## config.mk

```make
export PLATFORM = sky130hd
export DESIGN_NAME = exec_wb_stage_flat
export DESIGN_NICKNAME = d
export VERILOG_FILES = /design/src/rtl/exec_wb_if.sv /design/src/rtl/exec_wb_stage.sv /design/src/flat_wrapper.sv
export SDC_FILE = /design/constraint.sdc
export NUM_CORES = 1
export LEC_CHECK = 0
export ABC_AREA = 1
export BUFFER_PORTS_ARGS = -buffer_cell sky130_fd_sc_hd__buf_2
export CORE_MARGIN = 2
export CORE_UTILIZATION = 47
export CTS_CLUSTER_SIZE = 24
export DETAILED_ROUTE_END_ITERATION = 6
export GPL_ROUTABILITY_DRIVEN = 1
export HOLD_SLACK_MARGIN = 0.12
export PLACE_DENSITY_LB_ADDON = 0.2
export SETUP_SLACK_MARGIN = 0.1
export SLEW_MARGIN = 10
export SYNTH_ARGS = -nofsm -noshare
export SYNTH_HDL_FRONTEND = slang
export SYNTH_SLANG_ARGS = --single-unit
```

## constraint.sdc

```tcl
create_clock -name clk -period 1.4 [get_ports clk]
set_input_delay 0.28 -clock clk [delete_from_list [all_inputs] [get_ports clk]]
set_output_delay 0.28 -clock clk [all_outputs]
set_load 0.1 [all_outputs]
```

## src/rtl/exec_wb_if.sv

```systemverilog
// Bundle of the issue, register-read, ALU and write-back signals around exec_wb_stage.
// The slave modport is the stage's view and the master modport is the surrounding datapath's view.
interface exec_wb_if #(
    parameter int DATA_W = 8,
    parameter int ADDR_W = 4
);
    // Issue handshake: an instruction transfers on a rising edge where issue_valid
    // and issue_ready are both high. The decoder holds its fields stable while
    // valid is high. issue_ready does not depend on issue_valid.
    logic              issue_valid;
    logic              issue_ready;
    logic [2:0]        issue_op;
    logic [ADDR_W-1:0] issue_rd;
    logic [ADDR_W-1:0] issue_rs1;
    logic [ADDR_W-1:0] issue_rs2;
    logic              kill;
    logic [ADDR_W-1:0] rs1_addr;
    logic [ADDR_W-1:0] rs2_addr;
    logic [DATA_W-1:0] rs1_data;
    logic [DATA_W-1:0] rs2_data;
    logic [DATA_W-1:0] alu_a;
    logic [DATA_W-1:0] alu_b;
    logic [2:0]        alu_ins;
    logic [DATA_W-1:0] alu_out;
    logic              wb_en;
    logic [ADDR_W-1:0] wb_addr;
    logic [DATA_W-1:0] wb_data;
    logic              done;
    logic              zero_flag;
    logic              div_zero;

    modport slave (
        input  issue_valid, issue_op, issue_rd, issue_rs1, issue_rs2, kill,
        input  rs1_data, rs2_data, alu_out,
        output issue_ready, rs1_addr, rs2_addr, alu_a, alu_b, alu_ins,
        output wb_en, wb_addr, wb_data, done, zero_flag, div_zero
    );

    modport master (
        output issue_valid, issue_op, issue_rd, issue_rs1, issue_rs2, kill,
        output rs1_data, rs2_data, alu_out,
        input  issue_ready, rs1_addr, rs2_addr, alu_a, alu_b, alu_ins,
        input  wb_en, wb_addr, wb_data, done, zero_flag, div_zero
    );
endinterface

```

## src/rtl/exec_wb_stage.sv

```systemverilog
// Non-pipelined execute/write-back controller: it reads the operands, drives the
// external 8-bit ALU and writes one result to the register file per instruction.
module exec_wb_stage #(
    parameter int DATA_W = 8,
    parameter int ADDR_W = 4
) (
    input  logic       clk,
    input  logic       rst_n,
    exec_wb_if.slave   bus,
    output logic [1:0] o_dbg_state
);
    typedef enum logic [1:0] {S_IDLE, S_OPER, S_EXEC, S_WB} state_t;

    localparam logic [2:0] OP_DIV = 3'b111;

    state_t            r_state;
    state_t            w_next;
    logic              w_accept;
    logic [DATA_W-1:0] w_result;
    logic              w_dz;

    logic [2:0]        r_op;
    logic [ADDR_W-1:0] r_rd;
    logic [ADDR_W-1:0] r_rs1;
    logic [ADDR_W-1:0] r_rs2;
    logic [DATA_W-1:0] r_opa;
    logic [DATA_W-1:0] r_opb;
    logic [2:0]        r_alu_ins;
    logic              r_dz;
    logic [ADDR_W-1:0] r_wb_addr;
    logic [DATA_W-1:0] r_wb_data;
    logic              r_zero;
    logic              r_div_zero;

    always_comb begin
        w_next   = r_state;
        w_accept = 1'b0;
        case (r_state)
            S_IDLE: begin
                // kill has no effect here, so an issue in the same cycle still lands
                if (bus.issue_valid) begin
                    w_accept = 1'b1;
                    w_next   = S_OPER;
                end
            end
            S_OPER:  w_next = bus.kill ? S_IDLE : S_EXEC;
            S_EXEC:  w_next = bus.kill ? S_IDLE : S_WB;
            S_WB:    w_next = S_IDLE;
            default: w_next = S_IDLE;
        endcase
    end

    // A divide by zero bypasses the ALU and writes all-ones
    always_comb begin
        w_dz     = (r_alu_ins == OP_DIV) && (r_opb == '0);
        w_result = w_dz ? {DATA_W{1'b1}} : bus.alu_out;
    end

    always_ff @(posedge clk or negedge rst_n) begin
        if (!rst_n) begin
            r_state    <= S_IDLE;
            r_op       <= '0;
            r_rd       <= '0;
            r_rs1      <= '0;
            r_rs2      <= '0;
            r_opa      <= '0;
            r_opb      <= '0;
            r_alu_ins  <= '0;
            r_dz       <= 1'b0;
            r_wb_addr  <= '0;
            r_wb_data  <= '0;
            r_zero     <= 1'b0;
            r_div_zero <= 1'b0;
        end else begin
            r_state <= w_next;
            if (w_accept) begin
                r_op  <= bus.issue_op;
                r_rd  <= bus.issue_rd;
                r_rs1 <= bus.issue_rs1;
                r_rs2 <= bus.issue_rs2;
            end
            if (r_state == S_OPER && !bus.kill) begin
                r_opa     <= bus.rs1_data;
                r_opb     <= bus.rs2_data;
                r_alu_ins <= r_op;
            end
            if (r_state == S_EXEC && !bus.kill) begin
                r_wb_data <= w_result;
                r_wb_addr <= r_rd;
                r_dz      <= w_dz;
            end
            if (r_state == S_WB) begin
                r_zero     <= (r_wb_data == '0);
                r_div_zero <= r_dz;
            end
        end
    end

    // Every output is a register or a state decode, so each holds its value outside its own phase
    assign bus.issue_ready = (r_state == S_IDLE);
    assign bus.rs1_addr    = r_rs1;
    assign bus.rs2_addr    = r_rs2;
    assign bus.alu_a       = r_opa;
    assign bus.alu_b       = r_opb;
    assign bus.alu_ins     = r_alu_ins;
    assign bus.wb_en       = (r_state == S_WB);
    assign bus.done        = (r_state == S_WB);
    assign bus.wb_addr     = r_wb_addr;
    assign bus.wb_data     = r_wb_data;
    assign bus.zero_flag   = r_zero;
    assign bus.div_zero    = r_div_zero;
    assign o_dbg_state     = r_state;
endmodule

```

## src/flat_wrapper.sv

```systemverilog
// flat-port wrapper written by rule: the top's interface ports become plain ports
module exec_wb_stage_flat 
#(
    parameter int DATA_W = 8,
    parameter int ADDR_W = 4
)
  (clk, rst_n, o_dbg_state, bus_issue_valid, bus_issue_op, bus_issue_rd, bus_issue_rs1, bus_issue_rs2, bus_kill, bus_rs1_data, bus_rs2_data, bus_alu_out, bus_issue_ready, bus_rs1_addr, bus_rs2_addr, bus_alu_a, bus_alu_b, bus_alu_ins, bus_wb_en, bus_wb_addr, bus_wb_data, bus_done, bus_zero_flag, bus_div_zero);
  exec_wb_if #(.DATA_W(DATA_W), .ADDR_W(ADDR_W)) bus_i ();
  input  logic clk;
  input  logic rst_n;
  output logic [1:0] o_dbg_state;
  input wire logic [$bits(bus_i.issue_valid)-1:0] bus_issue_valid;
  input wire logic [$bits(bus_i.issue_op)-1:0] bus_issue_op;
  input wire logic [$bits(bus_i.issue_rd)-1:0] bus_issue_rd;
  input wire logic [$bits(bus_i.issue_rs1)-1:0] bus_issue_rs1;
  input wire logic [$bits(bus_i.issue_rs2)-1:0] bus_issue_rs2;
  input wire logic [$bits(bus_i.kill)-1:0] bus_kill;
  input wire logic [$bits(bus_i.rs1_data)-1:0] bus_rs1_data;
  input wire logic [$bits(bus_i.rs2_data)-1:0] bus_rs2_data;
  input wire logic [$bits(bus_i.alu_out)-1:0] bus_alu_out;
  output wire logic [$bits(bus_i.issue_ready)-1:0] bus_issue_ready;
  output wire logic [$bits(bus_i.rs1_addr)-1:0] bus_rs1_addr;
  output wire logic [$bits(bus_i.rs2_addr)-1:0] bus_rs2_addr;
  output wire logic [$bits(bus_i.alu_a)-1:0] bus_alu_a;
  output wire logic [$bits(bus_i.alu_b)-1:0] bus_alu_b;
  output wire logic [$bits(bus_i.alu_ins)-1:0] bus_alu_ins;
  output wire logic [$bits(bus_i.wb_en)-1:0] bus_wb_en;
  output wire logic [$bits(bus_i.wb_addr)-1:0] bus_wb_addr;
  output wire logic [$bits(bus_i.wb_data)-1:0] bus_wb_data;
  output wire logic [$bits(bus_i.done)-1:0] bus_done;
  output wire logic [$bits(bus_i.zero_flag)-1:0] bus_zero_flag;
  output wire logic [$bits(bus_i.div_zero)-1:0] bus_div_zero;
  assign bus_i.issue_valid = bus_issue_valid;
  assign bus_i.issue_op = bus_issue_op;
  assign bus_i.issue_rd = bus_issue_rd;
  assign bus_i.issue_rs1 = bus_issue_rs1;
  assign bus_i.issue_rs2 = bus_issue_rs2;
  assign bus_i.kill = bus_kill;
  assign bus_i.rs1_data = bus_rs1_data;
  assign bus_i.rs2_data = bus_rs2_data;
  assign bus_i.alu_out = bus_alu_out;
  assign bus_issue_ready = bus_i.issue_ready;
  assign bus_rs1_addr = bus_i.rs1_addr;
  assign bus_rs2_addr = bus_i.rs2_addr;
  assign bus_alu_a = bus_i.alu_a;
  assign bus_alu_b = bus_i.alu_b;
  assign bus_alu_ins = bus_i.alu_ins;
  assign bus_wb_en = bus_i.wb_en;
  assign bus_wb_addr = bus_i.wb_addr;
  assign bus_wb_data = bus_i.wb_data;
  assign bus_done = bus_i.done;
  assign bus_zero_flag = bus_i.zero_flag;
  assign bus_div_zero = bus_i.div_zero;
  exec_wb_stage #(.DATA_W(DATA_W), .ADDR_W(ADDR_W)) u_core (.clk(clk), .rst_n(rst_n), .bus(bus_i), .o_dbg_state(o_dbg_state));
endmodule
```

Word level (Yosys, flattened, before mapping)
Index checks and enable logic that the tools add are counted.
{"block": "word_totals", "output_inout_bits": 46, "ff_bits": 51, "input_bits": 43, "wordCells": 32}
{"block": "classes", "muxes": 7, "n_eq_ne": 5, "reduce_logical": 7}
{"op": "$logic_not A8 Y1", "n": 2}
{"op": "$mux W8", "n": 1}
{"op": "$pmux W2 S4", "n": 1}
{"op": "$mux W2", "n": 3}
{"op": "$eq A2 B2 Y1 const B", "n": 2}
{"op": "$eq A3 B3 Y1 const B", "n": 1}
{"op": "$logic_and A1 B1 Y1", "n": 3}
{"op": "$eq A2 B1 Y1 const B", "n": 1}
{"op": "$logic_not A2 Y1", "n": 1}
{"op": "$mux W1", "n": 2}
{"op": "$ne A2 B2 Y1 const B", "n": 1}
{"op": "$logic_not A1 Y1", "n": 1}

Longest topological paths before layout
Gate-level depths: netlist of run 1.
{"block": "logic_depth", "ltp_word": 3, "ltp_mapped": 7, "ltp_nobuf": 7}

Least setup slack after synthesis of run 1
Ideal clock, no wire load.
{"block": "synth_path", "kind": "register to output", "from": "register u_core.r_state[0] (netlist: u_core.o_dbg_state[0])", "to": "output bus_wb_en", "setup_slack_ps": -1208, "stages_incl_launch_ff": 4, "required_ps": 1120, "n_path_buf": 1, "t_arrival_ps": 2328, "path_cell_list": "dfrtp_1 nand2_1 inv_1 buf_4"}
{"block": "synth_via", "elab_chain_len": 1}
{"item": "start, declared", "line_no": "exec_wb_stage.sv:16", "rtl": "state_t r_state;"}
{"item": "start signal, assigned", "line_no": "exec_wb_stage.sv:75", "rtl": "r_state <= w_next;"}
{"item": "$eq A2 B2 Y1"}
{"item": "end, declared", "line_no": "flat_wrapper.sv:27", "rtl": "output wire logic [$bits(bus_i.wb_en)-1:0] bus_wb_en;"}
No other way between the ends.

Worst setup path in the final report of run 1
{"block": "layout_path", "from": "register u_core.r_state[1] (netlist: u_core.o_dbg_state[1])", "to": "output bus_done"}
{"block": "layout_via", "elab_chain_len": 1}
{"item": "$eq A2 B2 Y1", "line_no": "exec_wb_stage.sv:107", "rtl": "assign bus.done = (r_state == S_WB);"}
{"item": "end, declared", "line_no": "flat_wrapper.sv:30", "rtl": "output wire logic [$bits(bus_i.done)-1:0] bus_done;"}
No other way between the ends.

==> results.cfg, run 1 <==
[sta]
final.min_clock_period_ns = 1.542
slew-limit-headroom = 0.8128
finalSetupViolations = 6
finalMaxSlewViolations = 0
worstMarginPinSlew_ns = 0.2832
max_freq_mhz = 648.4
timing.final.ws_setup_ns = -0.1422
clock_skew_ns = 0.01239
period_share = 1.102
rsz0062_at_grt = true
hold_viol = 0

[logic_synthesis]
ys.flop_type = dfrtp_1
ys_seq_area_frac = 0.6126
ys_types = 19
synth_area_leaders = dfrtp_1, nand2_1, mux2_2
ys_ff_latch = 51
synth_nets = 263
synthCells = 220
avgSynthCellArea_sq_um = 9.469
yosysTopAreaCellShare = 0.6126
async_reset_ff_frac = 1.000
syn_area_sq_um = 2083
synth_common_cells = nand2_1, dfrtp_1, inv_1
synth_edf_count = 0
synth_top_area_cell = dfrtp_1
synth.most_common_cell = nand2_1
yosysWarningCount = 0

[detailed_routing]
wl_per_cell_microns = 12.99
viasPerCell = 4.728
drt_iter0_drc = 106
route.detailed.drc = 0
vias = 1773
postRouteAntennaNets = 0
wl_microns = 4870
drt_first_pass_iters = 4

[die]
coreArea_sq_um = 4324
die_w_microns = 70.58
fp.dieArea_sq_um = 4981
die_h_microns = 70.58
io_pins = 89
initial_utilization = 0.4818
num_rows = 24

[cts]
cts_buffers = 5
cts_root_buf = clkbuf_8
clock_path_buffers = 2
cts.sinks = 51
clkTransAtPathRegs_ns = 0.10
ctsHtreeMaxLevel = 2
cts_tree = built
clk_latency_ns = 0.31

[worst_setup_path]
cp.arrival_ns = 1.26
critPathRequiredTime_ns = 1.12
cp-start-kind = flip-flop
crit_path_end_kind = output port
path_cells = nand2_4 > clkinvlp_4 > buf_12
crit_fanout = 3
critPathSlowestCell = dfrtp_4
slowest_delay_ns = 0.53
cp.depth = 3
worstRegToRegCells = 7
cp.buffers_inverters = 2
criticalPathCategory = flip-flop to output port
r2r_slack_ns = 0
cp_top_family = flip-flops

[run]
maxCapViolCount = 0

[min_path]
worstHoldPathCells = 2
hold_class = input pin to flip-flop

[outcome]
failed_checks = setup timing
status = finished with violations

[cells_and_area]
layout.nets = 365
area_growth_pct = 56.34
stdcell_area_sq_um = 3257
diodes = 0
drive_above_1_share = 0.4582

[global_routing]
antenna_found_initial = 0
track_usage = 0.1938
grt_pass1_wl_microns = 7493
use_met1 = 0.2287
grt_pass1_vias = 1725
busiest_layer = met2
use_met2 = 0.3417
grt_max_degree = 52
grtUsageMet3 = 0.05983
grt.overflow.total = 0

[place]
portBuffers = 88
gp_congestion = 0.7720
place.detailed.hpwl_microns = 3082
place_area_sq_um = 2779
==> cell type report <==
type / instances / area [sq um]
inverters: 31 / 122.6
fillers: 313 / 1067
repair buffers: 101 / 895.9
multi-input cells: 132 / 734.5
flip-flops and latches: 51 / 1303
well taps: 52 / 65.06
clock inverters: 3 / 67.56
clock buffers: 5 / 68.82
==> flip-flops by register name, summed over array words and instances, names as in the netlist, 4 cells and up <==
register             count
u_core.bus.rs1_addr      4
u_core.bus.wb_addr       4
u_core.bus.wb_data       8
u_core.r_rd              4
u_core.bus.alu_b         8
u_core.bus.rs2_addr      4
u_core.bus.alu_a         8
==> cell usage in the layout (no fill, tap or decap), types with 2 or more instances in the layout <==
master and count:
a21oi_1 8, buf_12 11, buf_2 42, buf_4 28, buf_6 16, bufinv_16 2, clkbuf_16 2, clkbuf_8 5
clkinvlp_4 2, dfrtp_1 34, dfrtp_2 15, dfrtp_4 2, inv_1 28, mux2_4 9, nand2_1 59, nand2_4 2
nand2_8 2, nand3b_1 2, nor2_1 18, nor2_2 2, nor3_1 2, o21ai_0 8, o21ai_1 14
==> metrics by stage <==
stage / cells / setup slack, ns / hold WS, ns / utilization / setup TNS, ns
global route: 375 / -0.1957 / 0.1887 / 0.7532 / -1.344
finish: 375 / -0.1422 / 0.1943 / 0.7532 / -0.4958
CTS: 371 / -0.1414 / 0.1913 / 0.7156 / -0.5215
detailed placement: 357 / 0.008477 / 0.2913 / 0.6427 / 0
floorplan: 220 / -0.4752 / -0.01559 / - / -8.679
global placement: 357 / 0.02480 / 0.2905 / 0.6427 / 0
==> routing by layer <==
layer	up-vias	routed length (microns)
met3	6	283
met2	59	2413
li1	882	-
met4	0	57
met5	-	0
met1	826	2115
==> cell families (layout without fill, tap and decap cells) <==
kind of cell / Yosys count / in the layout / synth area share
multiplexers: 10 / 10 / 0.05406
AO/OA/AOI/OAI: 31 / 31 / 0.07628
AND/OR/NAND/NOR: 89 / 91 / 0.1736
flip-flops: 51 / 51 / 0.6126
buffers and inverters: 39 / 140 / 0.08348
==> what timing repair did <==
action / in CTS / in global routing
setup endpoints to repair: 52 / 57
pin swaps: 6 / 0
cloned: 1 / 3
hold endpoints to repair: 51 / 0
resized for setup: 47 / 33
setup buffers: 4 / 1
hold buffers: 1 / 0
==> final timing paths <==
check	from	to
worst max-delay path	u_core.o_dbg_state[1]	bus_done
worst min-delay path	bus_issue_op[2]	u_core.r_op[2]
worst max register to register	u_core.o_dbg_state[1]	u_core.bus.alu_b[7]
worst min register to register	u_core.r_dz	u_core.bus.div_zero
max in group asynchronous	rst_n	u_core.bus.alu_b[7]
min in group asynchronous	rst_n	u_core.bus.rs2_addr[1]
Power of run 1 is not shown: default switching activity piles up to over one toggle a cycle in this logic, so the estimate is an artifact.
==> inputs of run 2 (changes only) <==
--- a/config.mk
+++ b/config.mk
@@ -13,7 +13,7 @@
 export DETAILED_ROUTE_END_ITERATION = 6
 export GPL_ROUTABILITY_DRIVEN = 1
 export HOLD_SLACK_MARGIN = 0.12
-export PLACE_DENSITY_LB_ADDON = 0.2
+export PLACE_DENSITY = 0.79
 export SETUP_SLACK_MARGIN = 0.1
 export SLEW_MARGIN = 10
 export SYNTH_ARGS = -nofsm -noshare
==> constraint.sdc (replaced) <==
create_clock -name clk -period 1.4 [get_ports clk]
set_input_delay 0.21 -clock clk [delete_from_list [all_inputs] [get_ports clk]]
set_output_delay 0.21 -clock clk [all_outputs]
set_load 0.1 [all_outputs]
==> run 2 against run 1 <==
Against the previous run:
- the flow still finishes with violations (setup timing)
- hold slack worse by 0.060 ns
- critical path type unchanged
- die area unchanged
- final area shrank 4.4%
- critical path depth stayed put
==> results.cfg, run 2 (synthesized netlist as in run 1, its figures left out) <==
[detailed_routing]
drt_iter0_drc = 94
wl_microns = 5113
wl_per_cell_microns = 13.60
postRouteAntennaNets = 0
viasPerCell = 4.806
vias = 1807
route.detailed.drc = 0
drt_first_pass_iters = 4

[cts]
cts_buffers = 5
clkTransAtPathRegs_ns = 0.09
clock_path_buffers = 2
clk_latency_ns = 0.30
cts.sinks = 51
ctsHtreeMaxLevel = 2
cts_tree = built
cts_root_buf = clkbuf_8

[die]
num_rows = 24
die_w_microns = 70.58
io_pins = 89
die_h_microns = 70.58
initial_utilization = 0.4818
coreArea_sq_um = 4324
fp.dieArea_sq_um = 4981

[worst_setup_path]
cp-start-kind = flip-flop
crit_fanout = 3
crit_path_end_kind = output port
criticalPathCategory = flip-flop to output port
critPathRequiredTime_ns = 1.19
cp.arrival_ns = 1.23

[cells_and_area]
final_cell_mix = nand2_1, buf_2, dfrtp_1
area_growth_pct = 49.49
layout.nets = 366
final_common_cell = nand2_1
drive_above_1_share = 0.4475
diodes = 0
n_fill_cell = 325

[sta]
final.min_clock_period_ns = 1.445
timing.final.ws_setup_ns = -0.04489
slew-limit-headroom = 0.6893
clock_skew_ns = 0.003918
hold_viol = 0
finalSetupViolations = 9
whs_ns = 0.1348
rsz0062_at_grt = true
finalMaxSlewViolations = 0
max_freq_mhz = 692.1
period_share = 1.032
worstMarginPinSlew_ns = 0.4661

[place]
portBuffers = 88
gp_congestion = 0.7555
place.detailed.hpwl_microns = 3193

[global_routing]
grt.overflow.total = 0
grt_max_degree = 40
antenna_found_initial = 0
grt_pass1_vias = 1650
track_usage = 0.1869
grt_pass1_wl_microns = 7341

[min_path]
hold_class = input pin to flip-flop

[outcome]
status = finished with violations
failed_checks = setup timing

[run]
maxCapViolCount = 0
## run 2: worst paths after layout
check                                      start               endpoint  slack (ns)  depth (start not counted)
setup reg to reg           u_core.o_dbg_state[1]    u_core.bus.alu_a[3]       -0.01                          7
hold reg to reg                      u_core.r_dz    u_core.bus.div_zero        0.48                          2
setup / recovery           u_core.o_dbg_state[0]               bus_done       -0.04                          3
min in group asynchronous                  rst_n    u_core.bus.alu_b[2]        0.39                          2
max in group asynchronous                  rst_n  u_core.o_dbg_state[1]        0.55                          3
hold / removal                   bus_rs1_data[4]    u_core.bus.alu_a[4]        0.13                          3
## run 2: routing by layer
layer | global-route usage | routed length [microns] | up-vias
li1 | - | - | 888
met1 | 0.2353 | 2132 | 848
met2 | 0.3208 | 2609 | 63
met3 | 0.04843 | 311 | 8
met4 | 0.05660 | 60 | 0
met5 | 0 | 0 | -
## run 2: cell type report
class	count	area, sq um	share of cell area
repair buffers	102	813.3	0.2611
inverters	31	122.6	0.03937
clock inverters	1	5.005	0.001607
well taps	52	65.06	0.02089
multi-input cells	132	729.5	0.2342
clock buffers	7	76.32	0.02451
flip-flops and latches	51	1303	0.4182
## run 2: critical path, cell delays in order, from the launching register on
cell and delay [ns]:
dfrtp_4 0.51, nand2_4 0.09, clkinvlp_4 0.13, buf_12 0.19
## run 2: timing repair
action / in CTS / in global routing
buffers inserted: 3 / 2
gates cloned: 0 / 5
pin swaps: 3 / 1
hold buffers: 1 / 0
endpoints found under the hold margin: 16 / 0
resized for setup: 34 / 36
setup endpoints to repair: 46 / 61
## run 2: stage by stage
stage	util	setup TNS (ns)	cells	setup WS, ns	cell area [sq um]
after floorplan	-	-8.327	220	-0.4659	2125
after global placement	0.6293	-0.01145	357	-0.001941	2721
after detailed placement	0.6293	-0.2669	357	-0.03717	2721
after CTS	0.6756	-0.1288	369	-0.05667	2922
after global routing	0.7202	-1.003	376	-0.08493	3114
final	0.7202	-0.1163	376	-0.04489	3114
Power of run 2 is left out for the same reason.
